[src/rtl/regfile_pkg.sv]
// Shared register-file constants and helpers for the register file and its
// write-port arbiter.
package regfile_pkg;

  localparam int REG_W_DEF     = 32;
  localparam int REG_COUNT_DEF = 32;
  localparam int ZERO_REG      = 0;

  // Index width for a count of items; never narrower than one bit.
  function automatic int idx_w(input int count);
    return (count <= 1) ? 1 : $clog2(count);
  endfunction

endpackage

[src/rtl/regfile_wr_arbiter_rr_picker.sv]
// Combinational round-robin picker: the first set request at or above ptr wins,
// otherwise the lowest set request overall.
module rr_picker
  import regfile_pkg::*;
#(
  parameter int N     = 2,
  parameter int PTR_W = idx_w(N)
) (
  input  logic [N-1:0]     req,
  input  logic [PTR_W-1:0] ptr,
  output logic [N-1:0]     grant,
  output logic [PTR_W-1:0] grant_idx,
  output logic             any_valid
);

  logic [N-1:0] hi_mask;
  logic [N-1:0] masked;
  logic [N-1:0] pick_src;
  logic         found;

  always_comb begin
    hi_mask = '0;
    for (int i = 0; i < N; i++) begin
      hi_mask[i] = (i >= int'(ptr));
    end
    masked   = req & hi_mask;
    // Nothing at or above the pointer: wrap around to the full request set.
    pick_src = (|masked) ? masked : req;
  end

  always_comb begin
    grant     = '0;
    grant_idx = '0;
    found     = 1'b0;
    for (int i = 0; i < N; i++) begin
      if (pick_src[i] && !found) begin
        grant[i]  = 1'b1;
        grant_idx = PTR_W'(i);
        found     = 1'b1;
      end
    end
    any_valid = |req;
  end

endmodule

[src/rtl/regfile_wr_arbiter.sv]
// Round-robin arbiter sharing the single register-file write port among
// N_REQ writeback sources, with x0 suppression and a collision counter.
module regfile_wr_arbiter
  import regfile_pkg::*;
#(
  parameter int REG_W     = REG_W_DEF,
  parameter int REG_COUNT = REG_COUNT_DEF,
  parameter int N_REQ     = 2,
  parameter int CNT_W     = 16,
  localparam int REG_IDX_W = idx_w(REG_COUNT),
  localparam int GNT_W     = idx_w(N_REQ)
) (
  input  logic                       clk,
  input  logic                       aresetn,
  input  logic [N_REQ-1:0]           req_valid,
  output logic [N_REQ-1:0]           req_ready,
  input  logic [N_REQ*REG_IDX_W-1:0] req_reg,
  input  logic [N_REQ*REG_W-1:0]     req_data,
  input  logic                       wr_stall,
  output logic                       wr_en,
  output logic [REG_IDX_W-1:0]       wr_reg,
  output logic [REG_W-1:0]           wr_data,
  output logic [GNT_W-1:0]           grant_idx,
  output logic                       x0_drop,
  output logic [CNT_W-1:0]           collision_cnt
);

  // Handshake: requester i transfers on an edge where req_valid[i] &&
  // req_ready[i]. req_ready is one-hot-or-zero, combinational, and forced to
  // zero while stalled or in reset; requesters hold valid/reg/data until then.

  logic [GNT_W-1:0]     rr_ptr;
  logic [N_REQ-1:0]     req_eligible;
  logic [GNT_W-1:0]     win_idx;
  logic                 transfer;
  logic [REG_IDX_W-1:0] win_reg;
  logic [REG_W-1:0]     win_data;
  logic                 win_is_x0;
  int                   n_valid;
  logic                 collide;

  assign req_eligible = req_valid & {N_REQ{aresetn & ~wr_stall}};

  rr_picker #(
    .N     (N_REQ),
    .PTR_W (GNT_W)
  ) u_picker (
    .req       (req_eligible),
    .ptr       (rr_ptr),
    .grant     (req_ready),
    .grant_idx (win_idx),
    .any_valid (transfer)
  );

  assign win_reg   = req_reg[win_idx*REG_IDX_W +: REG_IDX_W];
  assign win_data  = req_data[win_idx*REG_W +: REG_W];
  assign win_is_x0 = (win_reg == REG_IDX_W'(ZERO_REG));

  always_comb begin
    n_valid = 0;
    for (int i = 0; i < N_REQ; i++) begin
      if (req_valid[i]) n_valid = n_valid + 1;
    end
    collide = !wr_stall && (n_valid >= 2);
  end

  always_ff @(posedge clk) begin
    if (!aresetn) begin
      wr_en         <= 1'b0;
      wr_reg        <= '0;
      wr_data       <= '0;
      grant_idx     <= '0;
      x0_drop       <= 1'b0;
      collision_cnt <= '0;
      rr_ptr        <= '0;
    end else begin
      wr_en   <= transfer && !win_is_x0;
      x0_drop <= transfer && win_is_x0;
      if (transfer) begin
        // x0 writes still update the index/data so the port shows what was dropped.
        wr_reg    <= win_reg;
        wr_data   <= win_data;
        grant_idx <= win_idx;
        rr_ptr    <= (win_idx == GNT_W'(N_REQ - 1)) ? '0 : win_idx + GNT_W'(1);
      end
      if (collide && (collision_cnt != {CNT_W{1'b1}})) begin
        collision_cnt <= collision_cnt + CNT_W'(1);
      end
    end
  end

endmodule

[config.mk]
export PLATFORM = sky130hd
export DESIGN_NAME = regfile_wr_arbiter
export DESIGN_NICKNAME = d
export VERILOG_FILES = /design/src/rtl/regfile_pkg.sv /design/src/rtl/regfile_wr_arbiter_rr_picker.sv /design/src/rtl/regfile_wr_arbiter.sv
export SDC_FILE = /design/constraint.sdc
export NUM_CORES = 1
export LEC_CHECK = 0
export CORE_MARGIN = 3
export CORE_UTILIZATION = 41
export DETAILED_ROUTE_END_ITERATION = 16
export GPL_TIMING_DRIVEN = 0
export PLACE_DENSITY = 0.85
export SLEW_MARGIN = 10
export SYNTH_ARGS = -nofsm -noshare
export SYNTH_HDL_FRONTEND = slang
export SYNTH_SLANG_ARGS = --single-unit
[constraint.sdc]
create_clock -name clk -period 4.3 [get_ports clk]
set_input_delay 0.645 -clock clk [delete_from_list [all_inputs] [get_ports clk]]
set_output_delay 0.645 -clock clk [all_outputs]
set_load 0.02 [all_outputs]
# Yosys cells after proc, flatten, opt, wreduce, memory -nomap -nowiden
# Cells that the tools add are included.
[word_totals]
out_inout_bits = 58
reg_bits = 57
elab_cells = 37
inputBits = 79
[classes]
order_cmp = 2
addsub = 3
muxes = 6
multipliers = 1
n_eq_ne = 1
n_reduce_logical = 11
bitwise_logic = 4
n_shift = 2
[ops]
columns = ["op", "count"]
rows = [
  ["$shiftx A64 B7 Y32", 1],
  ["$add A32 B2 Y32 const B", 1],
  ["$ge A32 B3 Y1 const B", 1],
  ["$mux W32", 1],
  ["$add A16 B1 Y16 const B", 1],
  ["$ne A16 B16 Y1 const B", 1],
  ["$shiftx A10 B5 Y5", 1],
  ["$logic_and A1 B1 Y1", 5],
  ["$logic_not A5 Y1", 1],
  ["$and A2 B2 Y2", 2],
  ["$mul A1 B3 Y4 const B", 1],
  ["$mux W1", 4],
  ["$reduce_or A2 Y1", 2],
  ["$logic_not A1 Y1", 3],
  ["$mux W2", 1],
  ["$add A1 B1 Y1 const B", 1],
  ["$and A1 B1 Y1", 1],
  ["$ge A1 B1 Y1 const A", 1],
  ["$not A1 Y1", 1],
]

# Logic depth before layout (Yosys ltp)
[depth]
word_depth = 15
mapped_depth = 6
mapped_depth_nobuf = 5

# Cells and area by module
# A second synthesis with hierarchy kept.
[unflattened]
cells_unflattened = 288
area_unflattened_um2 = 2642.5
[by_module_without_submodules]
columns = ["mod", "area_each_um2", "seq_area_each_um2", "cells_per_inst", "instances"]
rows = [
  ["regfile_wr_arbiter", 2610.0, 1141.1, 283, 1],
  ["rr_picker", 32.5, 0.0, 5, 1],
]

# Worst setup path after synthesis
# No wires, ideal clock.
[synth_timing]
path_kind = "input-to-output"
from = "in aresetn"
to = "out req_ready[1]"
path_buffers = 3
path_slack_ns = 2.280
path_stages = 5
required_ns = 3.655
t_arrival_ns = 1.375
path_cell_list = "nor2b_2 > and3_1 > buf_4 > buf_6 > buf_4"
[synth_between]
elab_chain_cells = 9
[synth_rtl]
columns = ["element", "line", "rtl"]
rows = [
  ["start: declaration", "regfile_wr_arbiter.sv:14", "input logic aresetn,"],
  ["$and A1 B1 Y1 (*)", "regfile_wr_arbiter.sv:42", "assign req_eligible = req_valid & {N_REQ{aresetn & ~wr_stall}};"],
  ["$and A2 B2 Y2 (*)", "regfile_wr_arbiter.sv:42", ""],
  ["$and A2 B2 Y2", "regfile_wr_arbiter_rr_picker.sv:26", "masked = req & hi_mask;"],
  ["$reduce_or A2 Y1", "regfile_wr_arbiter_rr_picker.sv:28", "pick_src = (|masked) ? masked : req;"],
  ["$mux W2 (*)", "regfile_wr_arbiter_rr_picker.sv:28", ""],
  ["$mux W1", "regfile_wr_arbiter_rr_picker.sv:36", "if (pick_src[i] && !found) begin"],
  ["$logic_not A1 Y1", "regfile_wr_arbiter_rr_picker.sv:36", ""],
  ["$logic_and A1 B1 Y1 (*)", "regfile_wr_arbiter_rr_picker.sv:36", ""],
  ["$mux W1 (*)", "--", ""],
  ["end: declaration", "regfile_wr_arbiter.sv:16", "output logic [N_REQ-1:0] req_ready,"],
]
# Every way passes the cells marked *; elsewhere a longest branch is shown, timed or not.

# Worst setup path after layout
[layout_timing]
from = "in aresetn"
to = "out req_ready[0]"
[layout_between]
elab_chain_cells = 6
[layout_rtl]
columns = ["element", "line"]
rows = [
  ["$and A1 B1 Y1 (*)", "regfile_wr_arbiter.sv:42"],
  ["$and A2 B2 Y2 (*)", "regfile_wr_arbiter.sv:42"],
  ["$and A2 B2 Y2", "regfile_wr_arbiter_rr_picker.sv:26"],
  ["$reduce_or A2 Y1", "regfile_wr_arbiter_rr_picker.sv:28"],
  ["$mux W2 (*)", "regfile_wr_arbiter_rr_picker.sv:28"],
  ["$mux W1 (*)", "regfile_wr_arbiter_rr_picker.sv:36"],
]
# Marked as above.

==> flow_metrics.py <==
metrics = {
    "synthesis": {
        "synth_top_family_by_area": "compound AO/OA/AOI/OAI gates",
        "avgSynthCellArea_um2": 9.78,
        "synth-compound-area-share": 0.229,
        "synthTopCellsByArea": "dfxtp_1 (46%), a222oi_1 (13%), nor2_1 (6.3%)",
        "yosysTopAreaCell": "dfxtp_1",
        "ys_ff_latch": 57,
        "synth-simple-area-share": 0.205,
        "postSynth.asyncResetShare": 0,
        "ys.flop_type": "dfxtp_1",
        "yosysWarnings": 0,
        "yosys.area.top_type_share": 0.465,
        "yosysMostFrequentCell": "dfxtp_1",
        "synth_fa_ha_area_frac": 0.00510,
        "netlist_area_mm2": 0.00245,
        "synth_xor_area_frac": 0,
        "yosysUniqueCellTypes": 41,
        "yosysSeqAreaShare": 0.465,
        "synth_edf_count": 0,
        "synth_nets": 331,
        "syn-instance-count": 251,
        "synth_mux_area_frac": 0.0326,
        "yosys-top-cells-count": "dfxtp_1 (57), nor2_1 (41), a222oi_1 (32)",
    },
    "floorplanning": {
        "rows": 27,
        "coreArea_mm2": 0.00564,
        "initial_utilization": 0.435,
        "dieHeight_um": 83.4,
        "floorplan.die_area_mm2": 0.00695,
        "io_pins": 137,
        "die_x_um": 83.4,
    },
    "cells_and_area": {
        "design_area_mm2": 0.00410,
        "fill_cells": 432,
        "fin_nets": 478,
        "synthToLayoutAreaGrowth_pct": 67.0,
        "seqCellArea_mm2": 0.00114,
        "drive_gt1_frac": 0.0868,
        "antenna_cells": 0,
        "multi_input_area_mm2": 0.00116,
        "largest_reg_flops": 32,
    },
    "placed_design": {
        "gp_congestion": 0.771,
        "hpwlAfterDp_um": 5940,
        "place_area_mm2": 0.00391,
        "io_buffers": 136,
    },
    "setup_path": {
        "reg2reg_to": "collision_cnt[6]$_SDFFE_PN0P_",
        "worstPathArrival_ns": 2.73,
        "critical_path_class": "input port to output pin",
        "startpoint": "aresetn",
        "start_kind": "input port",
        "reg2regPathDepth": 6,
        "endpoint_kind": "output pin",
        "regToRegSetupSlack_ns": 2.59,
        "cp_max_fo": 10,
        "reg2reg_from": "collision_cnt[0]$_SDFFE_PN0P_",
        "critPathRequiredTime_ns": 3.65,
    },
    "clock_network": {
        "cts_max_level": 3,
        "path_clk_slew_ns": 0.06,
        "cts_tree": "done",
        "clock_path_buffers": 2,
        "root_buffer": "clkbuf_8",
        "cts_resized": 0,
        "cts-buffers-inserted": 9,
        "insertion_delay_ns": 0.33,
        "hold_buffers": 0,
        "clock-sinks": 57,
        "cts_setup_buffers": 0,
    },
    "route": {
        "vias": 2714,
        "drc": 0,
        "antenna_left": 0,
        "vias_per_cell": 5.71,
        "routed_wirelength_um": 7940,
        "dr.pass1.iters": 6,
        "wl_per_cell_um": 16.7,
        "drt-initial-drc-count": 190,
    },
    "sta": {
        "final-hold-violation-count": 0,
        "timing.final.crit_share": 0.784,
        "rsz0062_at_grt": "false",
        "setup_viol": 0,
        "max_slew_margin": 0.644,
        "drv_slew": 0,
        "tns_ns": 0,
        "fin_worst_skew_ns": 0.00279,
        "tightest_slew_ns": 0.533,
        "max_freq_ghz": 0.297,
        "period_minus_slack_ns": 3.37,
    },
    "global_route": {
        "grt_antenna_before_repair": 0,
        "gr-total-overflow": 0,
        "grt_pass1_wl_um": 12900,
        "grt_usage": 0.229,
        "grt_pass1_vias": 2771,
        "grt_max_degree": 11,
    },
    "flow_run": {
        "drv_cap": 0,
    },
    "pwr": {
        "total_leakage_power_nw": 1.45,
        "clkPwrFrac": 0.379,
        "ir_drop_mv": 0.210,
        "p_sw_mw": 0.304,
        "p_seq_frac": 0.449,
        "cellPowerDensity_mw_per_mm2": 304,
        "p_comb_frac": 0.172,
        "intPower_mw": 0.944,
        "swShare": 0.243,
    },
    "min_path": {
        "min_to": "grant_idx$_SDFFE_PN0P_",
        "hold_start": "grant_idx$_SDFFE_PN0P_",
        "holdPathStages": 1,
        "hold_path.class": "flip-flop to flip-flop",
    },
    "outcome": {
        "status": "finished clean",
    },
}
## worst max-delay path by stage
stage	to	slack, ns	cells past startpoint
after global placement	req_ready[0]	0.98	6
after global routing	req_ready[0]	0.80	6
after CTS	req_ready[0]	0.94	6
after detailed placement	req_ready[0]	0.94	6
after floorplan	req_ready[1]	2.28	5
final	req_ready[0]	0.93	6
## per-layer routing
metal  vias up  track usage  part of all wire  routed length [µm]
li1       1287            -                 -                   -
met1      1301        0.258              0.39                3140
met2       105        0.380              0.50                3960
met3        21       0.0843             0.080                 636
met4         0        0.114             0.026                 210
met5         -            0                 0                   0
## metrics by stage
| stage | setup WS [ns] | utilization | std cells | hold WS (ns) | power [mW] |
|---|---|---|---|---|---|
| 6_report | 0.929 | 0.727 | 475 | 0.489 | 1.25 |
| 5_1_grt | 0.801 | 0.727 | 475 | 0.519 | 1.30 |
| 4_1_cts | 0.941 | 0.727 | 475 | 0.482 | 1.26 |
| 3_5_place_dp | 0.935 | 0.692 | 459 | 0.467 | 0.785 |
| 3_3_place_gp | 0.980 | 0.692 | 459 | 0.471 | 0.780 |
| 2_1_floorplan | 2.28 | - | 251 | 0.462 | 0.654 |
## cells by family (layout without fill, tap and decap cells)
| kind of cell | Yosys count | count (layout) |
|---|---|---|
| adders and majority gates | 1 | 1 |
| DFF | 57 | 57 |
| and+or+nand+nor | 90 | 90 |
| AOI/OAI and AO/OA | 69 | 69 |
| buffers and inverters | 26 | 178 |
| muxes | 8 | 8 |
## power by group through the flow
stage          Combinational, mW  Sequential, mW  Clock, mW
2_1_floorplan             0.0604           0.594          0
5_1_grt                    0.229           0.562      0.511
6_report                   0.214           0.560      0.473
4_1_cts                    0.215           0.560      0.484
3_5_place_dp               0.214           0.571          0
3_3_place_gp               0.210           0.570          0
## critical path: stages
cell and delay [ns]:
clkdlybuf4s50_1 0.54, nor2b_2 0.22, and3_1 0.17, clkbuf_1 0.23, buf_2 0.28, clkdlybuf4s50_1 0.64
## placed cells by master (no fill, tap or decap), drive strengths merged
master and n:
a211oi 5, nor2b 2, clkbuf 25, and3 3, o21a 1, and2 1
mux2i 8, clkinv 2, inv 4, o21ai 7, o31ai 5, nand3 6
a222oi 32, a21oi 11, clkdlybuf4s50 136, o311ai 3, or3 6, and3b 1
buf 11, and4 3, nor4 1, a31o 1, nand2b 3, and4bb 1
or4b 1, ha 1, nor3b 1, a311oi 1, nand4 3, nor2 41
nand2 11, o41ai 3, dfxtp 57, or4 6
## cell type report
type | count | share of cell area
Tap cell | 72 | 0.0220
Clock buffer | 14 | 0.0446
Multi-Input combinational cell | 168 | 0.283
Buffer | 22 | 0.0339
Clock inverter | 2 | 0.00244
Sequential cell | 57 | 0.278
Timing Repair Buffer | 136 | 0.332
Inverter | 4 | 0.00366
Note: power is estimated with default switching activity, not from simulation.
